--- config.mk ---
export PLATFORM = sky130hd
export DESIGN_NAME = rf_alu_ctrl
export DESIGN_NICKNAME = d
export VERILOG_FILES = /design/src/rtl/rf_alu_ctrl.sv
export SDC_FILE = /design/constraint.sdc
export NUM_CORES = 1
export LEC_CHECK = 0
export ABC_AREA = 1
export CAP_MARGIN = 30
export CORE_MARGIN = 2
export CORE_UTILIZATION = 29
export CTS_CLUSTER_SIZE = 14
export DETAILED_ROUTE_END_ITERATION = 8
export SLEW_MARGIN = 20
export SYNTH_ARGS = -nofsm -noshare
export SYNTH_HDL_FRONTEND = slang
export SYNTH_SLANG_ARGS = --single-unit
--- constraint.sdc ---
create_clock -name clk -period 13.75 [get_ports clk]
set_input_delay 2.75 -clock clk [delete_from_list [all_inputs] [get_ports clk]]
set_output_delay 2.75 -clock clk [all_outputs]
set_load 0.05 [all_outputs]
--- src/rtl/rf_alu_ctrl.sv ---
// Instruction sequencer and signed saturating ALU that sits behind a register file.
// Each instruction runs IDLE -> READ -> EXEC -> WRITE, so one instruction completes every 4 cycles.
module rf_alu_ctrl #(
  parameter int BW    = 8,
  parameter int DEPTH = 256,
  localparam int AW   = $clog2(DEPTH)
) (
  input  logic                 clk,
  input  logic                 rst_n,
  input  logic                 instr_valid_i,
  output logic                 instr_ready_o,
  input  logic [2:0]           opcode_i,
  input  logic [AW-1:0]        src1_i,
  input  logic [AW-1:0]        src2_i,
  input  logic [AW-1:0]        dst_i,
  output logic [AW-1:0]        rf_read_addr_1_o,
  output logic [AW-1:0]        rf_read_addr_2_o,
  input  logic signed [BW-1:0] rf_data_1_i,
  input  logic signed [BW-1:0] rf_data_2_i,
  output logic [AW-1:0]        rf_write_addr_o,
  output logic signed [BW-1:0] rf_data_o,
  output logic                 rf_write_en_n_o,
  output logic                 rf_chip_en_o,
  output logic                 done_o,
  output logic signed [BW-1:0] result_o,
  output logic                 ovf_o
);

  localparam int SHW = (BW > 1) ? $clog2(BW) : 1;
  localparam logic signed [BW-1:0] SAT_MAX = {1'b0, {(BW-1){1'b1}}};
  localparam logic signed [BW-1:0] SAT_MIN = {1'b1, {(BW-1){1'b0}}};

  typedef enum logic [1:0] {S_IDLE, S_READ, S_EXEC, S_WRITE} state_e;
  typedef enum logic [2:0] {
    OP_ADD = 3'b000, OP_SUB = 3'b001, OP_AND = 3'b010, OP_OR  = 3'b011,
    OP_XOR = 3'b100, OP_MUL = 3'b101, OP_SRA = 3'b110, OP_MOV = 3'b111
  } op_e;

  state_e                state;
  op_e                   op_q;
  logic [AW-1:0]         dst_q;
  logic signed [BW-1:0]  a_q;
  logic signed [BW-1:0]  b_q;

  logic signed [BW:0]    add_w;
  logic signed [BW:0]    sub_w;
  logic signed [2*BW-1:0] mul_w;
  logic signed [BW-1:0]  alu_res;
  logic                  alu_ovf;

  // Overflow is detected when the bits above the result's sign bit disagree with it.
  always_comb begin
    add_w   = {a_q[BW-1], a_q} + {b_q[BW-1], b_q};
    sub_w   = {a_q[BW-1], a_q} - {b_q[BW-1], b_q};
    mul_w   = (2*BW)'(a_q) * (2*BW)'(b_q);
    alu_res = '0;
    alu_ovf = 1'b0;
    case (op_q)
      OP_ADD: begin
        if (add_w[BW] != add_w[BW-1]) begin
          alu_ovf = 1'b1;
          alu_res = add_w[BW] ? SAT_MIN : SAT_MAX;
        end else begin
          alu_res = add_w[BW-1:0];
        end
      end
      OP_SUB: begin
        if (sub_w[BW] != sub_w[BW-1]) begin
          alu_ovf = 1'b1;
          alu_res = sub_w[BW] ? SAT_MIN : SAT_MAX;
        end else begin
          alu_res = sub_w[BW-1:0];
        end
      end
      OP_AND: alu_res = a_q & b_q;
      OP_OR:  alu_res = a_q | b_q;
      OP_XOR: alu_res = a_q ^ b_q;
      OP_MUL: begin
        if ((mul_w[2*BW-1:BW-1] != '0) && (mul_w[2*BW-1:BW-1] != '1)) begin
          alu_ovf = 1'b1;
          alu_res = mul_w[2*BW-1] ? SAT_MIN : SAT_MAX;
        end else begin
          alu_res = mul_w[BW-1:0];
        end
      end
      OP_SRA: alu_res = a_q >>> b_q[SHW-1:0];
      OP_MOV: alu_res = a_q;
      default: alu_res = '0;
    endcase
  end

  // Handshake-side outputs are registered on the transition into each state.
  always_ff @(posedge clk or negedge rst_n) begin
    if (!rst_n) begin
      state            <= S_IDLE;
      op_q             <= OP_ADD;
      dst_q            <= '0;
      a_q              <= '0;
      b_q              <= '0;
      rf_read_addr_1_o <= '0;
      rf_read_addr_2_o <= '0;
      instr_ready_o    <= 1'b1;
      rf_chip_en_o     <= 1'b0;
      rf_write_en_n_o  <= 1'b1;
      done_o           <= 1'b0;
      result_o         <= '0;
      ovf_o            <= 1'b0;
    end else begin
      case (state)
        S_IDLE: begin
          if (instr_valid_i && instr_ready_o) begin
            op_q             <= op_e'(opcode_i);
            dst_q            <= dst_i;
            rf_read_addr_1_o <= src1_i;
            rf_read_addr_2_o <= src2_i;
            instr_ready_o    <= 1'b0;
            rf_chip_en_o     <= 1'b1;
            state            <= S_READ;
          end
        end
        S_READ: begin
          a_q          <= rf_data_1_i;
          b_q          <= rf_data_2_i;
          rf_chip_en_o <= 1'b0;
          state        <= S_EXEC;
        end
        S_EXEC: begin
          result_o        <= alu_res;
          ovf_o           <= alu_ovf;
          rf_write_en_n_o <= 1'b0;
          rf_chip_en_o    <= 1'b1;
          done_o          <= 1'b1;
          state           <= S_WRITE;
        end
        S_WRITE: begin
          rf_write_en_n_o <= 1'b1;
          rf_chip_en_o    <= 1'b0;
          done_o          <= 1'b0;
          instr_ready_o   <= 1'b1;
          state           <= S_IDLE;
        end
        default: begin
          instr_ready_o   <= 1'b1;
          rf_chip_en_o    <= 1'b0;
          rf_write_en_n_o <= 1'b1;
          done_o          <= 1'b0;
          state           <= S_IDLE;
        end
      endcase
    end
  end

  assign rf_write_addr_o = dst_q;
  assign rf_data_o       = result_o;

endmodule

## After elaboration in Yosys (flattened, before gate mapping)

Index checks and enable logic that the tools add are counted.

| operators by class | value |
|---|---|
| add/subtract/negate cells | 2 |
| multipliers | 1 |
| equality and inequality tests | 14 |
| shift operators | 1 |
| muxes and demuxes | 19 |
| bitwise operators | 3 |
| reductions and logical operators | 10 |

Operator list:

| kind | count |
|---|---|
| case mux 8 bit (8 select lines) | 1 |
| 2-to-1 mux 8 bit | 6 |
| multiplier 8 x 8 -> 16 bit | 1 |
| == test 3 bit, second input constant | 4 |
| adder 8 x 8 -> 9 bit | 1 |
| inequality test 9 bit, second input constant | 1 |
| nonzero test 9 bit | 1 |
| subtractor 8 x 8 -> 9 bit | 1 |
| bitwise AND 8 bit | 1 |
| OR 8 bit | 1 |
| case mux 2 bit (4 select lines) | 1 |
| >>> shifter 8 x 3 -> 8 bit | 1 |
| bitwise XOR 8 bit | 1 |
| == test 3 x 2 -> 1 bit, second input constant | 2 |
| case mux 1 bit (2 select lines) | 3 |
| case mux 1 bit (3 select lines) | 2 |
| 2-to-1 mux 1 bit | 5 |
| == test 2 bit, second input constant | 2 |
| AND reduction 2 bit | 2 |
| nonzero test 2 bit | 2 |
| == test 3 x 1 -> 1 bit, second input constant | 1 |
| logical NOT 3 bit | 1 |
| == test 2 x 1 -> 1 bit, second input constant | 1 |
| logical AND 1 bit | 2 |
| 5 further kinds | 6 |

| storage, ports and cells | value |
|---|---|
| flip-flop bits (word level) | 58 |
| input bits | 46 |
| output and inout port bits | 45 |
| logic and storage cells | 63 |

## Depth between registers and ports, before layout

| logic depth | value |
|---|---|
| word-level depth | 5 |
| mapped depth | 30 |
| gate-level depth less buffers | 29 |

## Worst setup path after synthesis

Ideal clock, no wire load.

| timing | value |
|---|---|
| path kind | flip-flop to flip-flop |
| start | register a_q[7] |
| end | register result_o[3] |
| library setup time | 0.118 ns |
| data arrival time | 4.765 ns |
| required time | 13.632 ns |
| path slack | 8.867 ns |
| cell stages (with the launch flop) | 28 |
| path buffers | 1 |
| period minus slack after synthesis | 4.883 ns |
| path through | dfrtp_1 > buf_4 > nand2_1 > inv_1 > fa_1 > inv_1 > fa_1 > inv_1 > fa_1 > inv_1 > fa_1 > inv_1 > ha_1 > nand2_1 > nor2_1 > nand3_1 > nand3_1 > nand2_1 > nand2_1 > nand2_1 > nor2_1 > nand2_1 > nand2_2 > nand2_1 > nand2_1 > nand2_1 > nand2_1 > nand2_1 |

| between the ends | value |
|---|---|
| longest elaborated chain between the ends | 5 |
| elaborated cells on any way between the ends | 16 |
| those cells by class | add/sub (2); mul (1); eq/ne (3); shift (1); mux (7); reduce/logical (2) |

Ends and longest elaborated chain:

| element | RTL line | RTL |
|---|---|---|
| start: declaration | 42 | `logic signed [BW-1:0] a_q;` |
| start signal: assignment | 122 | `a_q <= rf_data_1_i;` |
| multiplier 8 x 8 -> 16 bit | 55 | `mul_w = (2*BW)'(a_q) * (2*BW)'(b_q);` |
| inequality test 9 bit / nonzero test 9 bit (equally long branches) | 79 | `if ((mul_w[2*BW-1:BW-1] != '0) && (mul_w[2*BW-1:BW-1] != '1)) begin` |
| logical AND 1 bit | 79 |  |
| 2-to-1 mux 8 bit | 79 |  |
| case mux 8 bit (8 select lines) (*) | 58 | `case (op_q)` |
| end signal: assignment | 128 | `result_o <= alu_res;` |
| end: declaration | 25 | `output logic signed [BW-1:0] result_o,` |

Mark *: on every way between the ends. The rest lies on a longest branch, timed or not.
A chain may end at the register's enable or synchronous reset.

## Final worst setup path

| timing | value |
|---|---|
| start | register b_q[2] |
| end | register result_o[5] |

| between the ends | value |
|---|---|
| longest elaborated chain between the ends | 5 |
| elaborated cells on any way between the ends | 16 |
| those cells by class | add/sub (2); mul (1); eq/ne (3); shift (1); mux (7); reduce/logical (2) |

Ends and longest elaborated chain:

| element | RTL line | RTL |
|---|---|---|
| start: declaration | 43 | `logic signed [BW-1:0] b_q;` |
| start signal: assignment | 123 | `b_q <= rf_data_2_i;` |
| multiplier 8 x 8 -> 16 bit | 55 |  |
| inequality test 9 bit / nonzero test 9 bit (equally long branches) | 79 |  |
| logical AND 1 bit | 79 |  |
| 2-to-1 mux 8 bit | 79 |  |
| case mux 8 bit (8 select lines) (*) | 58 |  |

Marked as above.

==> run_results.csv <==
group,metric,value,unit
die,rows,56,
cts,cts_tree,"built",
route,drt-initial-drc-count,458,
global_routing,grt_pass1_wl,29800,µm
route,ant_nets,0,
place,place_congestion,0.917,
sta,whs,461,ps
critical_path,cp.arrival,5690,ps
critical_path,slowest_stage,"fa_1",
cts,h-tree-depth,3,
synthesis,yosysUniqueCellTypes,43,
cells_and_area,antenna_cells,0,
cells_and_area,nets,1194,
place,placed_cell_area,7980,µm²
synthesis,synthCells,966,
global_routing,overflow,0,
synthesis,syn_area,6840,µm²
synthesis,postSynthAreaPerCell,7.08,µm²
global_routing,antenna_found_initial,0,
cts,clockBufferDepth,2,
synthesis,synth_fa_ha_area_share,27.5,%
cts,cts.reportedPaths.clkPinSlew,50,ps
cts,cts-resized-gates,0,
sta,timing.fmax,183,MHz
cts,cts_buffers,9,
die,start_util,29.3,%
sta,hold_violations,0,
critical_path,cp_max_fo,15,
route,wl_per_cell,13.6,µm
critical_path,worstSetupPathType,"register to register",
route,vias,6078,
synthesis,synth-compound-area-share,9.47,%
critical_path,cp.required,13970,ps
sta,slew_violations,0,
die,die_area,24800,µm²
synthesis,synth_nets,1128,
cells_and_area,nFillCells,2471,
route,drc,0,
cells_and_area,layout-drive-gt1-share,4.82,%
synthesis,seq_area_frac_synth,21.2,%
route,drt_wl_total,18500,µm
cts,clkSinkCount,58,
cts,ctsHoldBuffers,0,
global_routing,grt_pass1_vias,5941,
critical_path,cp_common_cell,"nand2_1",
die,ios,91,
cts,insertion_delay,340,ps
sta,finalClockSkew,8.11,ps
sta,rsz0062_at_grt,"no",
synthesis,synth_top_area_share,20.5,%
synthesis,async_flop_share,100,%
synthesis,yosys.area_share.simple,25.1,%
job,cap_violations,0,
cells_and_area,fin_area,8260,µm²
sta,finalCriticalPeriod,5470,ps
sta,setup_viol,0,
synthesis,synth-seq-cells,58,
run_status,status,"finished, final reports clean",
critical_path,startpoint_type,"register",
min_path,hp-class,"register to register",
die,fp.dieH,158,µm
sta,fin_crit_sh,39.8,%
synthesis,yosys-top-cells-area,"dfrtp_1 20%, fa_1 17%, nand2_1 16%",
die,core_area,23300,µm²
critical_path,max_stage_delay,730,ps
cts,root_buffer,"clkbuf_16",
sta,slew_headroom,45.2,%
place,dp_hpwl,14900,µm
synthesis,synth-xor-area-share,2.30,%
cells_and_area,multiInputGateArea,4410,µm²
synthesis,synth_top_area_cell,"dfrtp_1",
sta,fin_tns_setup,0,ps
sta,worst_pin_slew,815,ps
synthesis,yosys_warnings,0,
synthesis,synthMuxAreaShare,0,%
die,die_w,158,µm
place,port_buffers,90,
route,first_pass_iters,5,
synthesis,synth_flop_cell,"dfrtp_1",
cts,post_cts_buffers,0,
cells_and_area,syn2layout_area_growth,20.7,%
global_routing,grt_max_degree,59,
cells_and_area,seq_area,1450,µm²
synthesis,synth_top_family_by_area,"adder cells",
synthesis,synth_edf_count,0,
critical_path,worstSetupEndpointType,"register",
route,routed_via_density,4.48,
global_routing,grt_util_all_layers,15.3,%
[stage by stage]
| step | utilization, % | setup WS [ps] | instances |
|---|---|---|---|
| 3_5_place_dp | 34.2 | 8290 | 1340 |
| 5_1_grt | 35.4 | 7850 | 1356 |
| 6_report | 35.4 | 8280 | 1356 |
| 2_1_floorplan | - | 8870 | 966 |
| 3_3_place_gp | 34.1 | 8420 | 1339 |
| 4_1_cts | 35.4 | 8280 | 1356 |
[layout make-up]
cell class / instances / share of cell area, %
multi-input cells: 659 / 53.3
inverters: 211 / 9.59
repair buffers: 93 / 11.2
clock buffers: 12 / 3.10
flip-flops and latches: 58 / 17.6
clock inverters: 4 / 0.333
well taps: 319 / 4.83
[worst paths after layout]
check	start	cells past startpoint	end	slack, ps
max reg2reg	b_q[2]	25	result_o[5]	8280
min in group asynchronous	rst_n	2	rf_read_addr_2_o[7]	2570
min	rf_write_en_n_o	2	rf_write_en_n_o	460
max	b_q[2]	25	result_o[5]	8280
max in group asynchronous	rst_n	2	b_q[2]	10700
min reg2reg	rf_write_en_n_o	2	rf_write_en_n_o	460
[flip-flops by register name, summed over array words and instances, names as in the netlist]
register and flops:
a_q 8, b_q 8, done_o 1, instr_ready_o 1
op_q 3, ovf_o 1, result_o 8, rf_chip_en_o 1
rf_read_addr_1_o 8, rf_read_addr_2_o 8, rf_write_addr_o 8, rf_write_en_n_o 1
state 2
[cells in the final DEF (no fill, tap or decap), types with 2 or more instances in the layout]
master           Yosys  routed
nor3_1               6       5
a21oi_1             37      37
a22oi_1              3       3
nand2_1            297     297
nand4_1              8       8
inv_1              200     200
o21ai_1              2       2
dfrtp_1             56      56
nor3_2               1       2
clkdlybuf4s50_1      0      89
a21oi_2              2       2
clkinvlp_4           0       3
clkinv_1             2       2
nand3_2              2       2
o211ai_1             3       3
a211oi_1             2       2
ha_1                59      59
dfstp_2              2       2
nor2_1              48      48
xor2_1              14      14
nor2_2               2       2
o21bai_1             2       2
nand3_1             41      41
xnor2_1              4       4
inv_2                9       9
nand2_4              2       2
clkbuf_8             0       2
nand3b_1             2       2
o21ai_0             42      42
buf_4               13       2
fa_1                57      57
nand2_2              5       5
clkbuf_16            0       9
o2111ai_1            7       7
[cells in the mapped netlist, types with 3 or more instances]
| master | n |
|---|---|
| a21oi_1 | 37 |
| a22oi_1 | 3 |
| buf_2 | 4 |
| buf_4 | 13 |
| clkbuf_1 | 21 |
| dfrtp_1 | 56 |
| fa_1 | 57 |
| ha_1 | 59 |
| inv_1 | 200 |
| inv_2 | 9 |
| nand2_1 | 297 |
| nand2_2 | 5 |
| nand3_1 | 41 |
| nand4_1 | 8 |
| nor2_1 | 48 |
| nor3_1 | 6 |
| o2111ai_1 | 7 |
| o211ai_1 | 3 |
| o21ai_0 | 42 |
| xnor2_1 | 4 |
| xor2_1 | 14 |
[metal layers]
| metal | global-route usage, % | share of wire, % | vias up |
|---|---|---|---|
| li1 | - | - | 3052 |
| met4 | 5.19 | 2.8 | 0 |
| met3 | 4.54 | 6.8 | 37 |
| met1 | 19.9 | 47 | 2793 |
| met5 | 0 | 0 | - |
| met2 | 24.1 | 44 | 196 |
[logic make-up (layout without fill, tap and decap cells)]
| group | count (synthesis) | in the layout |
|---|---|---|
| fa+ha+maj | 116 | 116 |
| buf+inv | 249 | 320 |
| flops | 58 | 58 |
| xor+xnor | 18 | 18 |
| compound gates | 108 | 108 |
| simple gates | 417 | 417 |
[critical path: cells and delay by family (launching register included)]
family          cells  cell delay (ps)
compound gates      1              200
fa+ha+maj           5             2690
buf+inv             6              480
flops               1              530
simple gates       13             1430
Power is left out: the tool's default activity adds up to more than one toggle a clock period on the data nets, which glitch-free logic cannot reach.
